**src/rtl/gerador_base_tempo_pkg.sv**
```systemverilog
// -----------------------------------------------------------------------------
// base_tempo_pkg
// Shared definitions for the gerador_base_tempo time base:
//   - timer_state_e : timer FSM state encoding (IDLE / RUN)
//   - calc_div      : clock divider CLK_HZ / TICK_HZ (0 if TICK_HZ is 0)
//   - calc_cnt_w    : width of a counter that must hold 0 .. DIV-1
//   - div_is_valid  : legality of the divider (exact, even, >= 2)
// -----------------------------------------------------------------------------
package base_tempo_pkg;

  typedef enum logic [0:0] {
    ST_IDLE = 1'b0,
    ST_RUN  = 1'b1
  } timer_state_e;

  function automatic int calc_div(input int clk_hz, input int tick_hz);
    if (tick_hz <= 0) begin
      return 0;
    end else begin
      return clk_hz / tick_hz;
    end
  endfunction

  // A width of at least 1 keeps the prescaler declarable even for DIV = 2.
  function automatic int calc_cnt_w(input int div);
    if (div <= 2) begin
      return 1;
    end else begin
      return $clog2(div);
    end
  endfunction

  function automatic bit div_is_valid(input int clk_hz, input int tick_hz);
    int div;
    if (tick_hz <= 0 || clk_hz <= 0) begin
      return 1'b0;
    end else begin
      div = clk_hz / tick_hz;
      return ((clk_hz % tick_hz) == 0) && (div >= 2) && ((div % 2) == 0);
    end
  endfunction

endpackage

```
**src/rtl/gerador_base_tempo_prescaler.sv**
```systemverilog
// -----------------------------------------------------------------------------
// prescaler_tick
// Divides the system clock by DIV while enable_i is high.
// Ports:
//   clk       in   system clock, posedge
//   rst_n     in   synchronous active-low reset
//   enable_i  in   1 = count, 0 = hold everything
//   clear_i   in   synchronous phase restart (pre_cnt, tick, square -> 0)
//   tick_o    out  registered one-cycle strobe every DIV enabled cycles
//   square_o  out  registered 50% square wave, period DIV
//   wrap_o    out  combinational: this edge is a wrap edge (tick being set)
// clear_i has priority over counting: a wrap that coincides with a clear
// is swallowed, so no tick and no wrap event are produced on that edge.
// -----------------------------------------------------------------------------
module prescaler_tick
  import base_tempo_pkg::*;
#(
  parameter int DIV   = 50,
  parameter int CNT_W = 6
) (
  input  logic clk,
  input  logic rst_n,
  input  logic enable_i,
  input  logic clear_i,
  output logic tick_o,
  output logic square_o,
  output logic wrap_o
);

  localparam logic [CNT_W-1:0] CNT_LAST = CNT_W'(DIV - 1);
  localparam logic [CNT_W-1:0] CNT_HALF = CNT_W'(DIV / 2 - 1);

  logic [CNT_W-1:0] pre_cnt_q, pre_cnt_d;
  logic             tick_q, tick_d;
  logic             square_q, square_d;
  logic             wrap;

  // Next-state for the divider counter, tick strobe and square wave.
  always_comb begin
    pre_cnt_d = pre_cnt_q;
    tick_d    = 1'b0;
    square_d  = square_q;
    wrap      = 1'b0;
    if (clear_i) begin
      pre_cnt_d = '0;
      square_d  = 1'b0;
    end else if (enable_i) begin
      if (pre_cnt_q == CNT_LAST) begin
        pre_cnt_d = '0;
        tick_d    = 1'b1;
        wrap      = 1'b1;
        square_d  = ~square_q;
      end else begin
        pre_cnt_d = pre_cnt_q + CNT_W'(1);
        // Mid-period toggle: square is high while pre_cnt >= DIV/2.
        if (pre_cnt_q == CNT_HALF) begin
          square_d = ~square_q;
        end else begin
          square_d = square_q;
        end
      end
    end else begin
      pre_cnt_d = pre_cnt_q;
    end
  end

  // Divider state registers.
  always_ff @(posedge clk) begin
    if (!rst_n) begin
      pre_cnt_q <= '0;
      tick_q    <= 1'b0;
      square_q  <= 1'b0;
    end else begin
      pre_cnt_q <= pre_cnt_d;
      tick_q    <= tick_d;
      square_q  <= square_d;
    end
  end

  assign tick_o   = tick_q;
  assign square_o = square_q;
  assign wrap_o   = wrap;

endmodule

```
**src/rtl/gerador_base_tempo.sv**
```systemverilog
// -----------------------------------------------------------------------------
// gerador_base_tempo
// Time base: one-cycle tick every DIV = CLK_HZ/TICK_HZ enabled cycles, a 50%
// square wave, a free-running tick counter and a tick-resolution countdown
// timer with start/abort/done handshake.
// Ports:
//   clk, rst_n            clock (posedge) and synchronous active-low reset
//   enable                1 = run; 0 = prescaler, timer and us_count frozen
//   tick, square          registered strobe / square wave from the prescaler
//   us_count[TIMER_W]     tick counter, wraps to 0
//   start, abort          one-cycle requests (abort wins)
//   load_us[TIMER_W]      timer length in ticks, sampled with start
//   busy, done            timer running / one-cycle expiry pulse
//   remaining_us[TIMER_W] ticks left, 0 when idle
// Configuration macro TIMER_ALIGN_EN: when defined, an accepted start
// (start without abort) restarts the prescaler phase so expiry lands exactly
// N*DIV cycles after the start edge. Without it the prescaler free-runs.
// -----------------------------------------------------------------------------
module gerador_base_tempo
  import base_tempo_pkg::*;
#(
  parameter int CLK_HZ  = 50_000_000,
  parameter int TICK_HZ = 1_000_000,
  parameter int TIMER_W = 16
) (
  input  logic               clk,
  input  logic               rst_n,
  input  logic               enable,
  output logic               tick,
  output logic               square,
  output logic [TIMER_W-1:0] us_count,
  input  logic               start,
  input  logic               abort,
  input  logic [TIMER_W-1:0] load_us,
  output logic               busy,
  output logic               done,
  output logic [TIMER_W-1:0] remaining_us
);

  localparam int DIV   = calc_div(CLK_HZ, TICK_HZ);
  localparam int CNT_W = calc_cnt_w(DIV);

  if (!div_is_valid(CLK_HZ, TICK_HZ)) begin : g_div_check
    $error("gerador_base_tempo: CLK_HZ/TICK_HZ must be an even integer >= 2");
  end

  timer_state_e       state_q, state_d;
  logic [TIMER_W-1:0] remaining_q, remaining_d;
  logic [TIMER_W-1:0] us_count_q, us_count_d;
  logic               busy_q, busy_d;
  logic               done_q, done_d;
  logic               tick_event;
  logic               phase_clear;

`ifdef TIMER_ALIGN_EN
  assign phase_clear = start & ~abort;
`else
  assign phase_clear = 1'b0;
`endif

  prescaler_tick #(
    .DIV   (DIV),
    .CNT_W (CNT_W)
  ) u_prescaler (
    .clk      (clk),
    .rst_n    (rst_n),
    .enable_i (enable),
    .clear_i  (phase_clear),
    .tick_o   (tick),
    .square_o (square),
    .wrap_o   (tick_event)
  );

  // Tick counter advances on every prescaler wrap.
  always_comb begin
    us_count_d = us_count_q;
    if (tick_event) begin
      us_count_d = us_count_q + TIMER_W'(1);
    end else begin
      us_count_d = us_count_q;
    end
  end

  // Timer next-state: abort > start > countdown.
  always_comb begin
    state_d     = state_q;
    remaining_d = remaining_q;
    busy_d      = busy_q;
    done_d      = 1'b0;
    if (abort) begin
      state_d     = ST_IDLE;
      remaining_d = '0;
      busy_d      = 1'b0;
    end else if (start) begin
      if (load_us == '0) begin
        // Zero-length request expires immediately without ever being busy.
        state_d     = ST_IDLE;
        remaining_d = '0;
        busy_d      = 1'b0;
        done_d      = 1'b1;
      end else begin
        // Also the restart path in RUN: a coincident tick is not counted.
        state_d     = ST_RUN;
        remaining_d = load_us;
        busy_d      = 1'b1;
      end
    end else begin
      case (state_q)
        ST_RUN: begin
          if (tick_event) begin
            if (remaining_q == TIMER_W'(1)) begin
              state_d     = ST_IDLE;
              remaining_d = '0;
              busy_d      = 1'b0;
              done_d      = 1'b1;
            end else begin
              remaining_d = remaining_q - TIMER_W'(1);
            end
          end else begin
            remaining_d = remaining_q;
          end
        end
        ST_IDLE: begin
          remaining_d = '0;
          busy_d      = 1'b0;
        end
        default: begin
          state_d     = ST_IDLE;
          remaining_d = '0;
          busy_d      = 1'b0;
        end
      endcase
    end
  end

  // Timer, counter and output registers.
  always_ff @(posedge clk) begin
    if (!rst_n) begin
      state_q     <= ST_IDLE;
      remaining_q <= '0;
      us_count_q  <= '0;
      busy_q      <= 1'b0;
      done_q      <= 1'b0;
    end else begin
      state_q     <= state_d;
      remaining_q <= remaining_d;
      us_count_q  <= us_count_d;
      busy_q      <= busy_d;
      done_q      <= done_d;
    end
  end

  assign us_count     = us_count_q;
  assign busy         = busy_q;
  assign done         = done_q;
  assign remaining_us = remaining_q;

endmodule

```
**config.mk**
```make
export PLATFORM = sky130hd
export DESIGN_NAME = gerador_base_tempo
export DESIGN_NICKNAME = d
export VERILOG_FILES = /design/src/rtl/gerador_base_tempo_pkg.sv /design/src/rtl/gerador_base_tempo_prescaler.sv /design/src/rtl/gerador_base_tempo.sv
export SDC_FILE = /design/constraint.sdc
export NUM_CORES = 1
export LEC_CHECK = 0
export BUFFER_PORTS_ARGS = -buffer_cell sky130_fd_sc_hd__buf_4
export CORE_ASPECT_RATIO = 1.25
export CORE_MARGIN = 4
export CORE_UTILIZATION = 28
export DETAILED_ROUTE_END_ITERATION = 16
export REMOVE_ABC_BUFFERS = 1
export SLEW_MARGIN = 20
export SYNTH_ARGS = -nofsm -noshare
export SYNTH_HDL_FRONTEND = slang
export SYNTH_SLANG_ARGS = --single-unit
```
**constraint.sdc**
```tcl
create_clock -name clk -period 3.78 [get_ports clk]
set_clock_uncertainty 0.05 [all_clocks]
set_input_delay 0.189 -clock clk [delete_from_list [all_inputs] [get_ports clk]]
set_output_delay 0.189 -clock clk [all_outputs]
set_load 0.02 [all_outputs]
```
# Word level (Yosys, flattened, before mapping)
# Cells that the tools add are included.
# word_totals
wordCells,48
out_inout_bits,36
register_bits,43
# op_classes
addsub,3
bitwise_logic,3
eq_ne,5
muxes,24
reduce_logical,5
# op_table
op,n
$mux W16,4
$pmux W16 S2,1
$mux W1,17
$add A16 B1 Y16 const B,1
$eq A16 B1 Y1 const B,1
$logic_not A16 Y1,1
$sub A16 B1 Y16 const B,1
$add A6 B1 Y6 const B,1
$eq A6 B5 Y1 const B,1
$eq A6 B6 Y1 const B,1
$mux W6,1
$ne A3 B2 Y1 const B,2
$reduce_and A2 Y1,2
$not A1 Y1,3
$pmux W1 S2,1
$reduce_bool A2 Y1,1
$reduce_or A2 Y1,1

# Logic depth before layout (Yosys ltp)
# Gate-level depths: netlist of run 1.
# depth
depth_word,6
mapped_depth,8

# Cells and area by module
# Synthesis of run 1 repeated with hierarchy kept, for this count alone.
# hier_totals
hier_cells,284
hier_area_um2,2471.1
# modules_own_cells
mod,area_per_inst_um2,cells_per_inst,n_inst
gerador_base_tempo,2040.7,241,1
prescaler_tick,430.4,43,1

# Least setup slack after synthesis of run 1
# Ideal clock, no wire load.
# synth_path
path_type,register -> register
startpoint,"reg remaining_q[0], in the netlist remaining_us[0]"
endpoint,"reg remaining_q[6], in the netlist remaining_us[6]"
period_less_slack_ns,1.971
stages_incl_launch_ff,8
t_required_ns,3.598
path_slack_ns,1.809
arrival_time_ns,1.789
n_path_buf,1
cell_sequence,dfxtp_1 inv_1 ha_1 or3b_2 clkbuf_1 or3_1 a21oi_1 o32ai_1
# synth_between
elab_chain_len,5
elab_cells_between_ends,6
cone_classes,add/sub (1); eq/ne (1); mux (4)
# synth_lines
item,line_no,rtl
"start, declared",gerador_base_tempo.sv:48,"logic [TIMER_W-1:0] remaining_q, remaining_d;"
"start signal, assigned",gerador_base_tempo.sv:146,remaining_q <= remaining_d;
$sub A16 B1 Y16 or $eq A16 B1 Y1 (tied branches),"gerador_base_tempo.sv:117, gerador_base_tempo.sv:111",
$mux W16 *,gerador_base_tempo.sv:111,if (remaining_q == TIMER_W'(1)) begin
$mux W16 *,gerador_base_tempo.sv:110,if (tick_event) begin
$pmux W16 S2 *,gerador_base_tempo.sv:108,case (state_q)
$mux W16 *,gerador_base_tempo.sv:94,end else if (start) begin
# Every way passes the cells marked *; elsewhere a longest branch is shown, timed or not. The select of a mux whose other input is x is not followed.
# A chain may end at the register's enable or synchronous reset.

# Final worst setup path of run 1
# layout_path
startpoint,"reg remaining_q[1], in the netlist remaining_us[1]"
endpoint,"reg remaining_q[1], in the netlist remaining_us[1]"
# The elaborated chain is that of the path after synthesis.

==> results_dict.tcl, run 1 <==
set metrics [dict create \
    final.period_utilization 0.634 \
    synth_top_area_cell "dfxtp_1" \
    grt_pass1_wl_mm 11.7 \
    wl_per_cell_um 16.2 \
    peakVddDrop_uv 117 \
    critPathKind "reg2reg" \
    cts.path.max_buffers 2 \
    seq_area_frac_synth 0.361 \
    route.detailed.drc 0 \
    rows 37 \
    initial_utilization 0.288 \
    port_buffers 56 \
    ys_types 54 \
    synthArstFlopShare 0 \
    clk_pin_slew_ns 0.09 \
    path_max_fanout 12 \
    cts_tree "built" \
    postCtsSetupBuffers 0 \
    synth.area.top_cells "dfxtp_1 36%, a21oi_1 4.4%, nor4_1 3.7%" \
    critPathRequiredTime_ns 3.88 \
    synth_edf_count 0 \
    outcome "completed" \
    numCtsBuffers 5 \
    nNetsFinal 363 \
    cts_hold_buf 0 \
    ctsResizeCount 0 \
    grt_pass1_vias 2368 \
    dp_hpwl_mm 5.14 \
    power.leakage_nw 1.09 \
    cp-end-kind "register" \
    final_cells 434 \
    max-cap-violations 0 \
    place.gp.congestion 0.885 \
    cp-start-kind "register" \
    grt_max_degree 22 \
    antenna_found_initial 0 \
    dp_cells 426 \
    rsz0062_at_grt "false" \
    cp_cell_sequence "inv_1, ha_1, nor4b_1, a41oi_1, a221oi_1, a211oi_1" \
    synth_warnings 0 \
    dieArea_um2 10100 \
    timing.setup.tns_ns 0 \
    pin_count 57 \
    critical_path_arrival_ns 2.50 \
    htree_levels 2 \
    dr_total_vias 2405 \
    synth_area_um2 2390 \
    min_period_ns 2.39 \
    finalHoldViolCount 0 \
    drive_above_1_share 0.214 \
    synth_top_area_share 0.361 \
    vias_per_cell 5.54 \
    grt-ovfl-total 0 \
    nFillCells 876 \
    worst_pin_slew_ns 0.979 \
    crit_path_max_incr_delay_ns 0.55 \
    core_um2 8290 \
    wl_mm 7.01 \
    synth_seq_cells 43 \
    cp_slowest_cell "a41oi_1" \
    grtUsageTotal 0.140 \
    seqCellArea_um2 861 \
    diodes 0 \
    die_w_um 90.6 \
    max_freq_mhz 418 \
    p_per_area_nw_per_um2 306 \
    synthToLayoutAreaGrowth_pct 23.4 \
    synth_cells 291 \
    synthFlopType "dfxtp_1" \
    cts-root-buf "clkbuf_8" \
    netlist_top_cells_count "43 x dfxtp_1, 21 x a21oi_1, 18 x nor2_1" \
    setup_viol_count_final 0 \
    holdCritPathClass "in2reg" \
    slew-limit-headroom 0.339 \
    clkLatencyLatePin_ns 0.30 \
    post-route-util 0.356 \
    detail-route-antenna-nets 0 \
    die_h_um 111 \
    yosysMostFrequentCell "dfxtp_1" \
    drtIter0Drc 119 \
    drtPass1Iterations 4 \
    slew_viol_final 0 \
    cts.sink_count 43 \
    multi_input_area_um2 1400 \
    avgSynthCellArea_um2 8.20 \
]
## worst max-delay path: cells and delay by family, from the launching register on
kind | cells | cell delay (ns)
adders and majority gates | 1 | 0.14
and+or+nand+nor | 1 | 0.52
DFF | 1 | 0.34
AOI/OAI and AO/OA | 3 | 1.08
buffers and inverters | 1 | 0.11
## state kept, by name, summed over array words and instances (netlist names)
name,count
remaining_us,16
us_count,16
u_prescaler.pre_cnt_q,6
busy,1
done,1
state_q,1
u_prescaler.square_o,1
u_prescaler.tick_o,1
## final cells by class
type                       count  share of cell area
multi-input combinational    214               0.473
sequential                    43               0.292
timing repair buffer          57               0.145
tap                           97              0.0412
clock buffer                   6              0.0246
inverter                      15              0.0191
clock inverter                 2             0.00425
## worst paths after layout
path | end | slack (ns) | startpoint | depth (start not counted)
worst min-delay path | remaining_us[15] | 0.11 | load_us[15] | 3
worst max register to register | remaining_us[1] | 1.39 | remaining_us[1] | 6
worst max-delay path | remaining_us[1] | 1.39 | remaining_us[1] | 6
worst min register to register | us_count[15] | 0.44 | us_count[15] | 2
## logic make-up after synthesis
group | after synthesis | share of synthesized area
multiplexers | 1 | 0.00419
buffers and inverters | 34 | 0.0550
AO/OA/AOI/OAI | 80 | 0.218
AND/OR/NAND/NOR | 116 | 0.291
flip-flops | 43 | 0.361
XOR/XNOR | 11 | 0.0404
adder cells (fa/ha/maj) | 6 | 0.0314
## power by group
group	total, mW	switching, mW	internal, mW	leakage, nW
clock network	0.290	0.161	0.129	0.0412
registers	0.475	0.0132	0.462	0.348
logic	0.136	0.0799	0.0561	0.699
total	0.901	0.254	0.647	1.09
## through the flow
stage | worst slack [ns] | hold WS, ns | power (mW) | area, um^2
3_5_place_dp | 1.51 | 0.419 | 0.620 | 2860
4_1_cts | 1.46 | 0.107 | 0.915 | 2950
3_3_place_gp | 1.56 | 0.400 | 0.620 | 2860
2_1_floorplan | 1.78 | 0.276 | 0.562 | 2310
6_report | 1.39 | 0.109 | 0.901 | 2950
5_1_grt | 1.12 | 0.119 | 0.944 | 2950
## layout by cell type (no fill, tap or decap), types with 6 or more instances in the layout
master / Yosys / routed
or3_1: 8 / 8
nor3_1: 8 / 8
inv_1: 14 / 14
nand3_1: 8 / 8
a21oi_1: 21 / 21
ha_1: 6 / 6
or4_1: 8 / 8
o21ai_0: 17 / 17
nor4_1: 14 / 14
buf_4: 0 / 57
nor2_1: 18 / 18
xnor2_1: 7 / 7
nand2_1: 14 / 14
dfxtp_1: 43 / 43
nand4_1: 13 / 13
## metal layers
layer | wire length (um) | part of all wire | up-vias | track usage
met5 | 0 | 0 | - | 0
met4 | 152 | 0.022 | 0 | 0.0572
met3 | 345 | 0.049 | 12 | 0.0346
met2 | 3450 | 0.49 | 56 | 0.233
met1 | 3060 | 0.44 | 1146 | 0.172
li1 | - | - | 1191 | -
No activity file was read; power rests on OpenSTA's default activity.
==> inputs of run 2 (changes only) <==
==> constraint.sdc (replaced) <==
create_clock -name clk -period 2.5 [get_ports clk]
set_clock_uncertainty 0.05 [all_clocks]
set_input_delay 0.125 -clock clk [delete_from_list [all_inputs] [get_ports clk]]
set_output_delay 0.125 -clock clk [all_outputs]
set_load 0.02 [all_outputs]
==> results_dict.tcl, run 2 (synthesis gave the netlist of run 1 again) <==
set metrics [dict create \
    antenna_found_initial 0 \
    drtPass1Iterations 5 \
    final_cell_mix "64 x buf_4, 43 x dfxtp_1, 21 x a21oi_1, 18 x nor2_1, 17 x o21ai_0" \
    diodes 0 \
    initial_utilization 0.288 \
    dr_total_vias 2495 \
    max-cap-violations 0 \
    grt_pass1_vias 2354 \
    place.gp.congestion 0.867 \
    cp_slowest_cell "nor4b_1" \
    die_w_um 90.6 \
    slew_viol_final 0 \
    max_freq_mhz 477 \
    die_h_um 111 \
    core_um2 8290 \
    synthToLayoutAreaGrowth_pct 27.6 \
    final.period_utilization 0.839 \
    timing.setup.tns_ns 0 \
    dp_hpwl_mm 5.24 \
    route.detailed.drc 0 \
    p_clk_frac 0.374 \
    grt_pass1_wl_mm 11.9 \
    critical_path_arrival_ns 2.22 \
    wl_mm 7.11 \
    cts_tree "built" \
    drtIter0Drc 142 \
    wl_per_cell_um 16.1 \
    cts.sink_count 43 \
    multi_input_area_um2 1400 \
    port_buffers 56 \
    rows 37 \
    p_sw_frac 0.271 \
    rsz0062_at_grt "false" \
    cp-end-kind "register" \
    htree_levels 2 \
    vias_per_cell 5.64 \
    cts.path.max_buffers 2 \
    whs_ns 0.0256 \
    path_max_fanout 12 \
    peakVddDrop_uv 269 \
    finalHoldViolCount 0 \
    cts-root-buf "clkbuf_8" \
    grt_max_degree 22 \
    postCtsSetupBuffers 0 \
    nFillCells 844 \
    crit_path_max_incr_delay_ns 0.56 \
    cp.buffers_inverters 2 \
    setup_viol_count_final 0 \
    ctsResizeCount 0 \
    critPathKind "reg2reg" \
    intPower_mw 1.09 \
    detail-route-antenna-nets 0 \
    worst_pin_slew_ns 0.682 \
    cp_cell_sequence "inv_1, ha_1, nor4b_1, a41oi_1, buf_4, a221oi_1, a211oi_1" \
    clk_pin_slew_ns 0.09 \
    seqCellArea_um2 861 \
    pin_count 57 \
    clkLatencyLatePin_ns 0.30 \
    combPwrFrac 0.146 \
    grtUsageTotal 0.142 \
    drive_above_1_share 0.235 \
    holdCritPathClass "in2reg" \
    critPathRequiredTime_ns 2.62 \
    grt-ovfl-total 0 \
    power.leakage_nw 1.15 \
    outcome "completed" \
    cts_hold_buf 0 \
    layout_commonest_cell "buf_4" \
    slew-limit-headroom 0.539 \
    p_per_area_nw_per_um2 491 \
    numCtsBuffers 5 \
    dieArea_um2 10100 \
    cp-start-kind "register" \
    crit_family "simple AND/OR/NAND/NOR gates" \
    seqPwrFrac 0.480 \
    min_period_ns 2.10 \
    nNetsFinal 371 \
    power.switching_mw 0.405 \
]
## run 2: changes by cell type in the layout (fill, tap and decap cells not counted), sizes merged
cell,previous run,this run
clkbuf,6,5
clkinvlp,1,0
bufinv,0,1
buf,57,65
clkinv,2,3
## run 2: layout make-up
type                       count  share of cell area
inverter                      15              0.0185
sequential                    43               0.283
clock inverter                 3              0.0144
timing repair buffer          65               0.164
tap                           97              0.0398
clock buffer                   5              0.0226
multi-input combinational    214               0.458
## run 2: worst register-to-register path, delay by kind of cell, from the launching register on
kind / cells / cell delay [ns]
flops: 1 / 0.34
buf+inv: 2 / 0.32
compound gates: 3 / 0.55
simple gates: 1 / 0.56
fa+ha+maj: 1 / 0.14
## run 2: layer usage
| metal | GRT usage | up-vias | part of all wire |
|---|---|---|---|
| met4 | 0.0480 | 0 | 0.018 |
| met5 | 0 | - | 0 |
| met3 | 0.0292 | 10 | 0.060 |
| met1 | 0.182 | 1190 | 0.43 |
| met2 | 0.234 | 90 | 0.50 |
| li1 | - | 1205 | - |
## run 2: stage by stage
stage	total power, mW	instance area [um^2]	worst slack (ns)	std cells	utilization
after floorplan	0.849	2310	0.500	272	-
after global placement	0.948	2930	0.459	434	0.354
after detailed placement	0.950	2930	0.479	434	0.354
after CTS	1.50	3050	0.434	442	0.368
after global routing	1.56	3050	0.183	442	0.368
final	1.50	3050	0.402	442	0.368
## run 2: path summary, 6_finish.rpt
path / slack, ns / from / end / depth (start not counted)
worst max-delay path: 0.40 / remaining_us[1] / remaining_us[1] / 7
worst max register to register: 0.40 / remaining_us[1] / remaining_us[1] / 7
worst min-delay path: 0.03 / load_us[15] / remaining_us[15] / 3
worst min register to register: 0.44 / us_count[15] / us_count[15] / 2
## run 2: power groups by stage
stage          logic (mW)  clock network (mW)  registers, mW
2_1_floorplan       0.109                   0          0.740
3_3_place_gp        0.215                   0          0.733
3_5_place_dp        0.217                   0          0.733
4_1_cts             0.218               0.570          0.717
5_1_grt             0.242               0.594          0.721
6_report            0.219               0.559          0.718
==> inputs of run 3 (changes only) <==
--- a/config.mk
+++ b/config.mk
@@ -5,6 +5,7 @@
 export SDC_FILE = /design/constraint.sdc
 export NUM_CORES = 1
 export LEC_CHECK = 0
+export ABC_AREA = 1
 export BUFFER_PORTS_ARGS = -buffer_cell sky130_fd_sc_hd__buf_4
 export CORE_ASPECT_RATIO = 1.25
 export CORE_MARGIN = 4
==> constraint.sdc (replaced) <==
create_clock -name clk -period 2.15 [get_ports clk]
set_clock_uncertainty 0.05 [all_clocks]
set_input_delay 0.1075 -clock clk [delete_from_list [all_inputs] [get_ports clk]]
set_output_delay 0.1075 -clock clk [all_outputs]
set_load 0.02 [all_outputs]
==> results_dict.tcl, run 3 <==
set metrics [dict create \
    outcome "completed" \
    clkLatencyLatePin_ns 0.29 \
    synth_edf_count 0 \
    synth_top_area_cell "dfxtp_1" \
    ff2ff_path_depth 12 \
    path_max_fanout 22 \
    critPathKind "reg2reg" \
    critical_path_arrival_ns 1.94 \
    drtIter0Drc 109 \
    holdCritPathClass "in2reg" \
    avgSynthCellArea_um2 6.59 \
    placed_cell_area_um2 3030 \
    netlist_top_cells_count "81 x nand2_1, 55 x nor2_1, 46 x inv_1" \
    clk_pin_slew_ns 0.09 \
    whs_path_depth 3 \
    synth_top_area_share 0.340 \
    synth.area.top_cells "dfxtp_1 34%, nand2_1 12%, nor2_1 8.2%" \
    dr_total_vias 2573 \
    stdcell_area_um2 3170 \
    grt_pass1_vias 2532 \
    numCtsBuffers 5 \
    cts-root-buf "clkbuf_8" \
    grt-ovfl-total 0 \
    rows 38 \
    htree_levels 2 \
    multi_input_area_um2 1400 \
    worst_pin_slew_ns 0.694 \
    yosysMostFrequentCell "nand2_1" \
    critPathRequiredTime_ns 2.29 \
    place.gp.congestion 0.821 \
    finalHoldViolCount 0 \
    wl_per_cell_um 11.8 \
    port_buffers 56 \
    synth_cells 384 \
    dp_hpwl_mm 5.07 \
    die_h_um 114 \
    die_w_um 93.0 \
    initial_utilization 0.289 \
    cts_hold_buf 0 \
    dieArea_um2 10600 \
    rsz0062_at_grt "false" \
    pin_count 57 \
    grt_use_met2 0.241 \
    core_um2 8750 \
    grt_use_met3 0.0217 \
    slew-limit-headroom 0.537 \
    postCtsSetupBuffers 0 \
    top_usage_layer "met2" \
    grt_max_degree 23 \
    power.leakage_nw 1.45 \
    grt_pass1_wl_mm 11.2 \
    ys_types 33 \
    drtPass1Iterations 4 \
    detail-route-antenna-nets 0 \
    cp-start-kind "register" \
    grtUsageMet1 0.146 \
    nFillCells 996 \
    drive_above_1_share 0.194 \
    final.period_utilization 0.838 \
    synthFlopType "dfxtp_1" \
    cts_tree "built" \
    wl_mm 6.59 \
    timing.setup.tns_ns 0 \
    r2r_slack_ns 0.35 \
    min_period_ns 1.80 \
    diodes 0 \
    nNetsFinal 465 \
    cts.sink_count 43 \
    peakVddDrop_uv 351 \
    vias_per_cell 4.60 \
    synthToLayoutAreaGrowth_pct 25.2 \
    ctsResizeCount 0 \
    max-cap-violations 0 \
    grtUsageTotal 0.128 \
    whs_ns 0.0436 \
    p_per_area_nw_per_um2 594 \
    antenna_found_initial 0 \
    layout_commonest_cell "nand2_1" \
    cp-end-kind "register" \
    max_freq_mhz 555 \
    setup_viol_count_final 0 \
    seq_area_frac_synth 0.340 \
    final_cell_mix "81 x nand2_1, 56 x buf_4, 55 x nor2_1, 46 x inv_1, 43 x dfxtp_1" \
    synth_seq_cells 43 \
    slew_viol_final 0 \
    synth_warnings 0 \
    synthArstFlopShare 0 \
    cts.path.max_buffers 2 \
    synth_area_um2 2530 \
    route.detailed.drc 0 \
    seqCellArea_um2 861 \
]
run 3: cell types whose count changed after synthesis, sizes merged, moves of 6 or more:
cell,before,now
a21oi,22,32
nand3,8,35
clkbuf,16,3
or4,8,0
or3,8,0
nand2,14,87
nand4,13,7
inv,14,52
nor2,18,63
nor4,15,0
run 3: logic make-up after synthesis:
| group | count (synthesis) | share of synthesized area |
|---|---|---|
| buf+inv | 62 | 0.107 |
| flops | 43 | 0.340 |
| fa+ha+maj | 6 | 0.0297 |
| compound gates | 62 | 0.130 |
| simple gates | 204 | 0.369 |
| xor+xnor | 7 | 0.0242 |
run 3: metrics by stage:
step                power [mW]  std cells  worst slack [ns]   util
floorplan                 1.04        375             0.590      -
CTS                       1.90        559             0.336  0.362
finish                    1.88        559             0.348  0.362
global route              1.96        559             0.147  0.362
global placement          1.14        551             0.419  0.347
detailed placement        1.15        551             0.361  0.347
run 3: cell type report:
| cell class | count | share of cell area |
|---|---|---|
| multi-input cells | 279 | 0.442 |
| repair buffers | 56 | 0.133 |
| well taps | 120 | 0.0474 |
| clock buffers | 6 | 0.0229 |
| clock inverters | 2 | 0.0190 |
| inverters | 53 | 0.0644 |
| flip-flops and latches | 43 | 0.272 |
run 3: power by group:
part,leakage [nW],internal [mW],switching (mW)
combinational,1.03,0.116,0.175
sequential,0.349,0.813,0.0230
clock,0.0654,0.465,0.289
run 3: worst max-delay path, stage by stage, from the launching register on:
cell and delay (ns):
dfxtp_1 0.34, inv_1 0.08, ha_1 0.19, nand2_2 0.08, nor2_4 0.05, nand2_4 0.13, inv_4 0.08, nor2_8 0.21
inv_4 0.15, o21ai_0 0.17, inv_1 0.05, nand2_1 0.06, inv_1 0.03
run 3: path summary, 6_finish.rpt:
kind                                                from              endpoint
worst max-delay path            u_prescaler.pre_cnt_q[1]      remaining_us[10]
worst min-delay path                          load_us[7]       remaining_us[7]
worst max register to register  u_prescaler.pre_cnt_q[1]      remaining_us[10]
worst min register to register      u_prescaler.square_o  u_prescaler.square_o
run 3: per-layer routing:
metal,share of wire,wire [um]
met2,0.51,3390
met1,0.44,2870
met4,0.0099,65
met5,0,0
met3,0.040,264
